[src/rtl/mc_controller.sv]
// mc_controller: multi-cycle instruction sequencer; every control strobe is registered
// from the next state so outputs are glitch-free and clear asynchronously on reset.
module mc_controller #(
    parameter int ADDR_W   = 11,
    parameter int MEM_WAIT = 1
) (
    input  logic       clk,
    input  logic       rst_n,
    input  logic [6:0] opcode,
    input  logic [3:0] cond,
    input  logic [3:0] nzcv,
    input  logic       P,
    input  logic       U,
    input  logic       W,
    output logic       load_pc,
    output logic       load_ir,
    output logic       en_A,
    output logic       en_B,
    output logic       en_S,
    output logic       en_C,
    output logic       en_status,
    output logic [1:0] sel_pc,
    output logic       sel_A,
    output logic       sel_B,
    output logic       sel_post_shift,
    output logic       sel_w_data,
    output logic [2:0] ALU_op,
    output logic       w_en1,
    output logic       w_en2,
    output logic       w_en3,
    output logic       ram_w_en,
    output logic       waiting,
    output logic       halted,
    output logic [3:0] state_o
);

    if (MEM_WAIT < 1 || MEM_WAIT > 15 || ADDR_W < 1) begin : g_param_check
        $error("mc_controller: MEM_WAIT must be 1..15 and ADDR_W positive");
    end

    typedef enum logic [3:0] {
        S_RESET      = 4'd0,
        S_LOAD_PC    = 4'd1,
        S_FETCH      = 4'd2,
        S_FETCH_WAIT = 4'd3,
        S_DECODE     = 4'd4,
        S_EXECUTE    = 4'd5,
        S_MEMORY     = 4'd6,
        S_MEM_WAIT   = 4'd7,
        S_WRITE_BACK = 4'd8,
        S_HALT       = 4'd9
    } state_t;

    typedef struct packed {
        logic       load_pc, load_ir, en_a, en_b, en_s, en_c, en_status;
        logic [1:0] sel_pc;
        logic       sel_a, sel_b, sel_post_shift;
        logic [2:0] alu_op;
        logic       w_en1, w_en2, w_en3, ram_w_en, halted;
    } ctrl_t;

    localparam logic [3:0] WAIT_LAST = 4'(MEM_WAIT - 1);
    localparam logic [2:0] OP_ADD = 3'b000, OP_SUB = 3'b001, OP_AND = 3'b010;
    localparam logic [2:0] OP_ORR = 3'b011, OP_XOR = 3'b111;

    state_t     state_q, state_d;
    logic [3:0] cnt_q, cnt_d;
    ctrl_t      out_q, out_d;
    logic       is_alu, is_mem, is_str, is_hlt, is_cmp, cond_ok;
    logic [7:0] flag_tab;
    logic [2:0] alu_fn;

    assign is_hlt = opcode == 7'b0000001;
    assign is_alu = ~opcode[6] & (opcode != 7'b0000000) & ~is_hlt;
    assign is_mem = (opcode[6:5] == 2'b11) | (opcode[6:3] == 4'b1000);
    assign is_str = is_mem & opcode[4];
    assign is_cmp = opcode[3:0] == 4'b1010;

    // Each ARM condition pair shares a base test; the odd code is its inverse (AL/NV too).
    assign flag_tab = {1'b1, ~nzcv[2] & (nzcv[3] == nzcv[0]), nzcv[3] == nzcv[0],
                       nzcv[1] & ~nzcv[2], nzcv[0], nzcv[3], nzcv[1], nzcv[2]};
    assign cond_ok  = flag_tab[cond[3:1]] ^ cond[0];

    assign alu_fn = (opcode[2:0] == 3'd1 || opcode[2:0] == 3'd2) ? OP_SUB :
                    opcode[2:0] == 3'd3 ? OP_AND :
                    opcode[2:0] == 3'd4 ? OP_ORR :
                    opcode[2:0] == 3'd5 ? OP_XOR : OP_ADD;

    always_comb begin
        state_d = state_q;
        cnt_d   = cnt_q;
        case (state_q)
            S_RESET:      state_d = S_LOAD_PC;
            S_LOAD_PC:    state_d = S_FETCH;
            S_FETCH: begin
                state_d = S_FETCH_WAIT;
                cnt_d   = WAIT_LAST;
            end
            S_FETCH_WAIT, S_MEM_WAIT:
                if (cnt_q == 4'd0) state_d = state_q == S_FETCH_WAIT ? S_DECODE : S_WRITE_BACK;
                else cnt_d = cnt_q - 4'd1;
            S_DECODE:     state_d = is_hlt ? S_HALT : ((is_alu | is_mem) & cond_ok) ? S_EXECUTE : S_LOAD_PC;
            S_EXECUTE:    state_d = S_MEMORY;
            S_MEMORY: begin
                state_d = is_mem ? S_MEM_WAIT : S_WRITE_BACK;
                cnt_d   = WAIT_LAST;
            end
            S_WRITE_BACK: state_d = S_LOAD_PC;
            S_HALT:       state_d = S_HALT;
            default:      state_d = S_RESET;
        endcase
    end

    // Strobes are computed for the state being entered, so they are valid for its whole cycle.
    always_comb begin
        out_d         = '0;
        out_d.halted  = state_d == S_HALT;
        out_d.load_pc = state_d == S_LOAD_PC;
        out_d.sel_pc  = {1'b0, state_d == S_LOAD_PC};
        out_d.load_ir = state_d == S_FETCH_WAIT && cnt_d == 4'd0;
        if (state_d == S_EXECUTE) begin
            out_d.en_a = is_mem | opcode[3];
            out_d.en_b = is_mem ? opcode[3] : opcode[4];
            out_d.en_s = ~is_mem | opcode[3];
        end
        if (state_d == S_MEMORY) begin
            out_d.en_c           = 1'b1;
            out_d.alu_op         = is_mem ? (U ? OP_ADD : OP_SUB) : alu_fn;
            out_d.sel_a          = ~is_mem & ~opcode[3];
            out_d.sel_b          = ~(is_mem ? opcode[3] : opcode[4]);
            out_d.sel_post_shift = is_mem & ~P;
            out_d.ram_w_en       = is_str;
            out_d.w_en1          = ~is_mem & ~is_cmp;
            out_d.en_status      = ~is_mem & is_cmp;
        end
        if (state_d == S_WRITE_BACK) begin
            out_d.w_en3 = is_mem & ~is_str;
            out_d.w_en2 = is_mem & (W | ~P);
        end
    end

    always_ff @(posedge clk or negedge rst_n) begin
        if (!rst_n) begin
            state_q <= S_RESET;
            cnt_q   <= '0;
            out_q   <= '0;
        end else begin
            state_q <= state_d;
            cnt_q   <= cnt_d;
            out_q   <= out_d;
        end
    end

    assign load_pc        = out_q.load_pc;
    assign load_ir        = out_q.load_ir;
    assign en_A           = out_q.en_a;
    assign en_B           = out_q.en_b;
    assign en_S           = out_q.en_s;
    assign en_C           = out_q.en_c;
    assign en_status      = out_q.en_status;
    assign sel_pc         = out_q.sel_pc;
    assign sel_A          = out_q.sel_a;
    assign sel_B          = out_q.sel_b;
    assign sel_post_shift = out_q.sel_post_shift;
    assign sel_w_data     = 1'b0;
    assign ALU_op         = out_q.alu_op;
    assign w_en1          = out_q.w_en1;
    assign w_en2          = out_q.w_en2;
    assign w_en3          = out_q.w_en3;
    assign ram_w_en       = out_q.ram_w_en;
    assign halted         = out_q.halted;
    assign waiting        = ~out_q.halted;
    assign state_o        = state_q;

endmodule

[config.mk]
export PLATFORM = sky130hd
export DESIGN_NAME = mc_controller
export DESIGN_NICKNAME = d
export VERILOG_FILES = /design/src/rtl/mc_controller.sv
export SDC_FILE = /design/constraint.sdc
export NUM_CORES = 1
export LEC_CHECK = 0
export CAP_MARGIN = 20
export CORE_MARGIN = 4
export CORE_UTILIZATION = 32
export DETAILED_ROUTE_END_ITERATION = 12
export GPL_ROUTABILITY_DRIVEN = 1
export SLEW_MARGIN = 25
export SYNTH_ARGS = -nofsm -noshare
export SYNTH_HDL_FRONTEND = slang
export SYNTH_SLANG_ARGS = --single-unit
[constraint.sdc]
create_clock -name clk -period 2.4 [get_ports clk]
set_input_delay 0.48 -clock clk [delete_from_list [all_inputs] [get_ports clk]]
set_output_delay 0.48 -clock clk [all_outputs]
set_load 0.1 [all_outputs]
# == Yosys cells after proc, flatten, opt, wreduce, memory -nomap -nowiden ==
# Cells that the tools add are included.
# totals
memories,0
output_inout_bits,26
rom_bits,0
ff_bits,26
wordCells,104
ram_bits,0
in_bits,20
latchBits,0
# op_classes
multipliers,0
n_div,0
n_eq_ne,25
addsub,1
reduce_logical,9
order_cmp,1
muxes,22
bitwise_logic,28
shift,0
# op_table
op,count
$pmux W4 S8,1
$eq A4 B3 Y1 const B,6
$eq A4 B4 Y1 const B,6
$mux W3,7
$mux W4,5
$and A1 B1 Y1,12
$eq A4 B2 Y1 const B,3
$logic_not A4 Y1,3
$not A1 Y1,10
$eq A4 B1 Y1 const B,2
$pmux W4 S2,1
$eq A7 B1 Y1 const B,1
$mux W7,1
$reduce_bool A7 Y1,1
$eq A3 B2 Y1 const B,2
$eq A3 B3 Y1 const B,2
$reduce_or A2 Y1,3
$or A1 B1 Y1,5
$lt A3 B4 Y1 const B,1
$mux W1,4
$mux W2,2
$sub A4 B1 Y4 const B,1
$bmux W1 S3,1
$eq A3 B1 Y1 const B,1
5 further kinds,5

# == Depth between registers and ports, before layout ==
# Gate-level depths: netlist of run 1.
# logic_depth
word_depth,11
mapped_depth,9
ltp_nobuf,8

# == Worst setup path before layout of run 1 ==
# OpenSTA, ideal clock, no wires.
# synth_timing
path_kind,register to register
start,reg state_q[2] (netlist: state_o[2])
end,reg out_q (netlist bit en_A)
required_time_ps,2322
setup_ps,78
period_less_slack_ps,2291
t_arrival_ps,2213
path_stages_with_launch,6
n_path_buf,1
setup_slack_ps,109
path_cell_list,dfrtp_1 buf_2 nor4b_1 nand4b_1 mux2i_2 a21boi_1
# synth_rtl
element,line,source
"start, declared",66,"state_t state_q, state_d;"
"start signal, assigned",148,state_q <= state_d;
"end signal, assigned",150,out_q <= out_d;
"end, declared",68,"ctrl_t out_q, out_d;"

==> metrics.txt, run 1 <==
DR vias/cell ~5.1; worst path setup slack after routing 0.3396 ns; first-pass GRT wire length 5609 µm; top cells by area, synth dfrtp_1, inv_1, nor2_1, nand2_1, nor2b_1; RSZ-0062 raised after global routing false; number of synthesized flops with an enable pin 0; Die H around 74 µm; placed cell areas around 0.0018 mm²; TritonCTS clock tree built; num ports 46; fmax slightly below 500 MHz; Mapped Area 0.001406 mm²; pwr/cell area approximately 1100 mW/mm²; GR Overflow Total 0; deepest clock path buffer count 2; vias in the first global route between 1,000 and 1,500; Final Slew Violations 0; Nets around 210; Root Buffer Master clkbuf_8; Fin Setup TNS 0 ns; largest net degree at the start of global routing 27; CP Max Fanout 6; Critical Path Source cond[1]; share of the synthesized area in the top cell type 0.4626; syn avg cell area slightly below 10 µm²; ANT nets after route 0; P_leak 0.0008975 µW; first-pass iteration count of the detailed router 4; Clk pin slew, worst setup/hold paths approximately 0.090 ns; main flop type after synthesis dfrtp_1; die area around 0.0055 mm²; largest area contributor in the netlist dfrtp_1; TritonCTS Sinks 26; maximum vdd drop around 500 µV; slowest CP cell clkdlybuf4s50_1; Synth Register Bits 26; Final setup viols 0; DR iter-0 viols between 70 and 80; CP Data Required Time about 2.6 ns; Hold Path Class in2async; hold_buf cts 0; CP Launch Type primary input; # diodes 0; Initial Util 0.3417; Setup crit end en_A; reg2reg start cnt_q[0]; worst-margin pin slew between 0.5 and 0.6 ns; post-route DRC violation count 0; H-tree levels 1; register area share after synthesis 0.4626; DP Worst Slack just over 0.04 ns; via count ~1,200; Syn Inst Count 144; post-route minimum period just over 2 ns; status completed; PortBufs 43; worst clock skew ~0.004 ns; post_cts resized 0; Final Hold Viols 0; # rows 23; overall routing resource usage 0.1300; maxcap violations 0; crit share post-route 0.8585; worst reg2reg setup slack ~0.35 ns; core area about 0.0041 mm²; CTS buffer count 3; Post-synth ARST share 1.000; final instance area 0.001909 mm²; Yosys warnings 0; slowest stage delay, CP between 0.5 and 0.6 ns; Reg2Reg Capture Point load_ir; Slew HR 0.6382; Die W between 70 and 80 µm; Reg2Reg Depth 7; routability cong. 0.7753; Crit Path Category in2reg; antenna violations before repair 0; Worst Setup End Kind register; CP cell instances clkdlybuf4s50_1 > mux4_2 > a21oi_2 > mux2i_2 > buf_4 > a21boi_1; layout cells sized above 1 0.2316; crit path DAT between 2 and 2.5 ns; Area Overhead vs Synth 35.77%; wire per inst between 10 and 15 µm; post-CTS setup buffer count 0; Fillers between 300 and 400; Synth cell types between 50 and 60; clk_lat worst skew about 0.27 ns; final wirelength between 3000 and 4000 µm; Detail Placement HPWL 2586 µm
[report_power, final]
| group | leakage [µW] | total (µW) | switching (µW) | internal [µW] |
|---|---|---|---|---|
| clock network | 0.0000357 | 366 | 143 | 223 |
| logic | 0.000507 | 1140 | 848 | 296 |
| registers | 0.000355 | 616 | 111 | 505 |
[stage by stage]
stage | util | hold slack, ns | power (µW) | std cells
3_3_place_gp | 0.4466 | 0.5578 | 1759 | 236
6_report | 0.4640 | 0.5678 | 2127 | 240
3_5_place_dp | 0.4466 | 0.5579 | 1769 | 236
4_1_cts | 0.4640 | 0.5761 | 2138 | 240
5_1_grt | 0.4640 | 0.5929 | 2225 | 240
2_1_floorplan | - | 0.1844 | 1524 | 145
[cell type report]
type | count | area, µm² | share of cell area
Sequential cell | 26 | 650.6 | 0.3408
Tap cell | 50 | 62.56 | 0.03277
Multi-Input combinational cell | 97 | 649.4 | 0.3401
Clock inverter | 1 | 30.03 | 0.01573
Inverter | 12 | 45.04 | 0.02359
Clock buffer | 3 | 41.29 | 0.02163
Timing Repair Buffer | 51 | 430.4 | 0.2254
[layer usage]
layer  global-route usage  share of wire  vias up
li1                     -              -      599
met1               0.1823           0.45      571
met2               0.2047           0.48       38
met3              0.02162          0.059        5
met4              0.04348          0.015        0
met5                    0              0        -
[worst min path at each step]
stage / startpoint / end / slack (ns) / cells past startpoint
after floorplan: rst_n / ALU_op[0] / 0.18 / 0
after global placement: cnt_q[1] / cnt_q[1] / 0.56 / 1
after detailed placement: cnt_q[1] / cnt_q[1] / 0.56 / 1
after CTS: rst_n / en_C / 0.58 / 2
after global routing: rst_n / sel_A / 0.59 / 2
final: rst_n / ALU_op[1] / 0.57 / 2
[layout by cell type, fill, tap and decap left out, types with 5 or more instances in the layout]
cell type	instances
a21oi_1	5
buf_4	32
clkdlybuf4s50_1	19
dfrtp_1	26
inv_1	12
nand2_1	10
nor2_1	12
nor2b_1	6
nor3_1	7
[cell families after synthesis]
| logic type | synth area share |
|---|---|
| adder cells (fa/ha/maj) | 0.008895 |
| flip-flops | 0.4626 |
| AND/OR/NAND/NOR | 0.2304 |
| AO/OA/AOI/OAI | 0.1726 |
| other | 0.002666 |
| buffers and inverters | 0.07829 |
| XOR/XNOR | 0.01869 |
| multiplexers | 0.02580 |
[critical path: cells and delay by family]
family,cells,cell delay (ns)
AO/OA/AOI/OAI,2,0.32
multiplexers,2,0.74
buffers and inverters,2,0.73
[cells in the mapped netlist (2+ instances only)]
| cell type | instances |
|---|---|
| nand2_1 | 10 |
| a22o_1 | 2 |
| a21oi_1 | 5 |
| nand2b_1 | 3 |
| nor3_1 | 7 |
| nor2b_1 | 6 |
| xor2_1 | 2 |
| inv_1 | 12 |
| nor2_1 | 12 |
| nor4b_1 | 3 |
| a31oi_1 | 2 |
| o22ai_1 | 2 |
| o21a_1 | 3 |
| o21ai_0 | 3 |
| dfrtp_1 | 26 |
| buf_2 | 4 |
| buf_4 | 4 |
| nand4_1 | 3 |
| nor3b_1 | 3 |
(Power assumes the default switching activity.)
==> inputs of run 2 (changes only) <==
Settings changed: ABC_CLOCK_PERIOD_IN_PS from default to 2400.
==> results of run 2 <==
The final DEF is identical to that of run 1; final timing and power are the same.
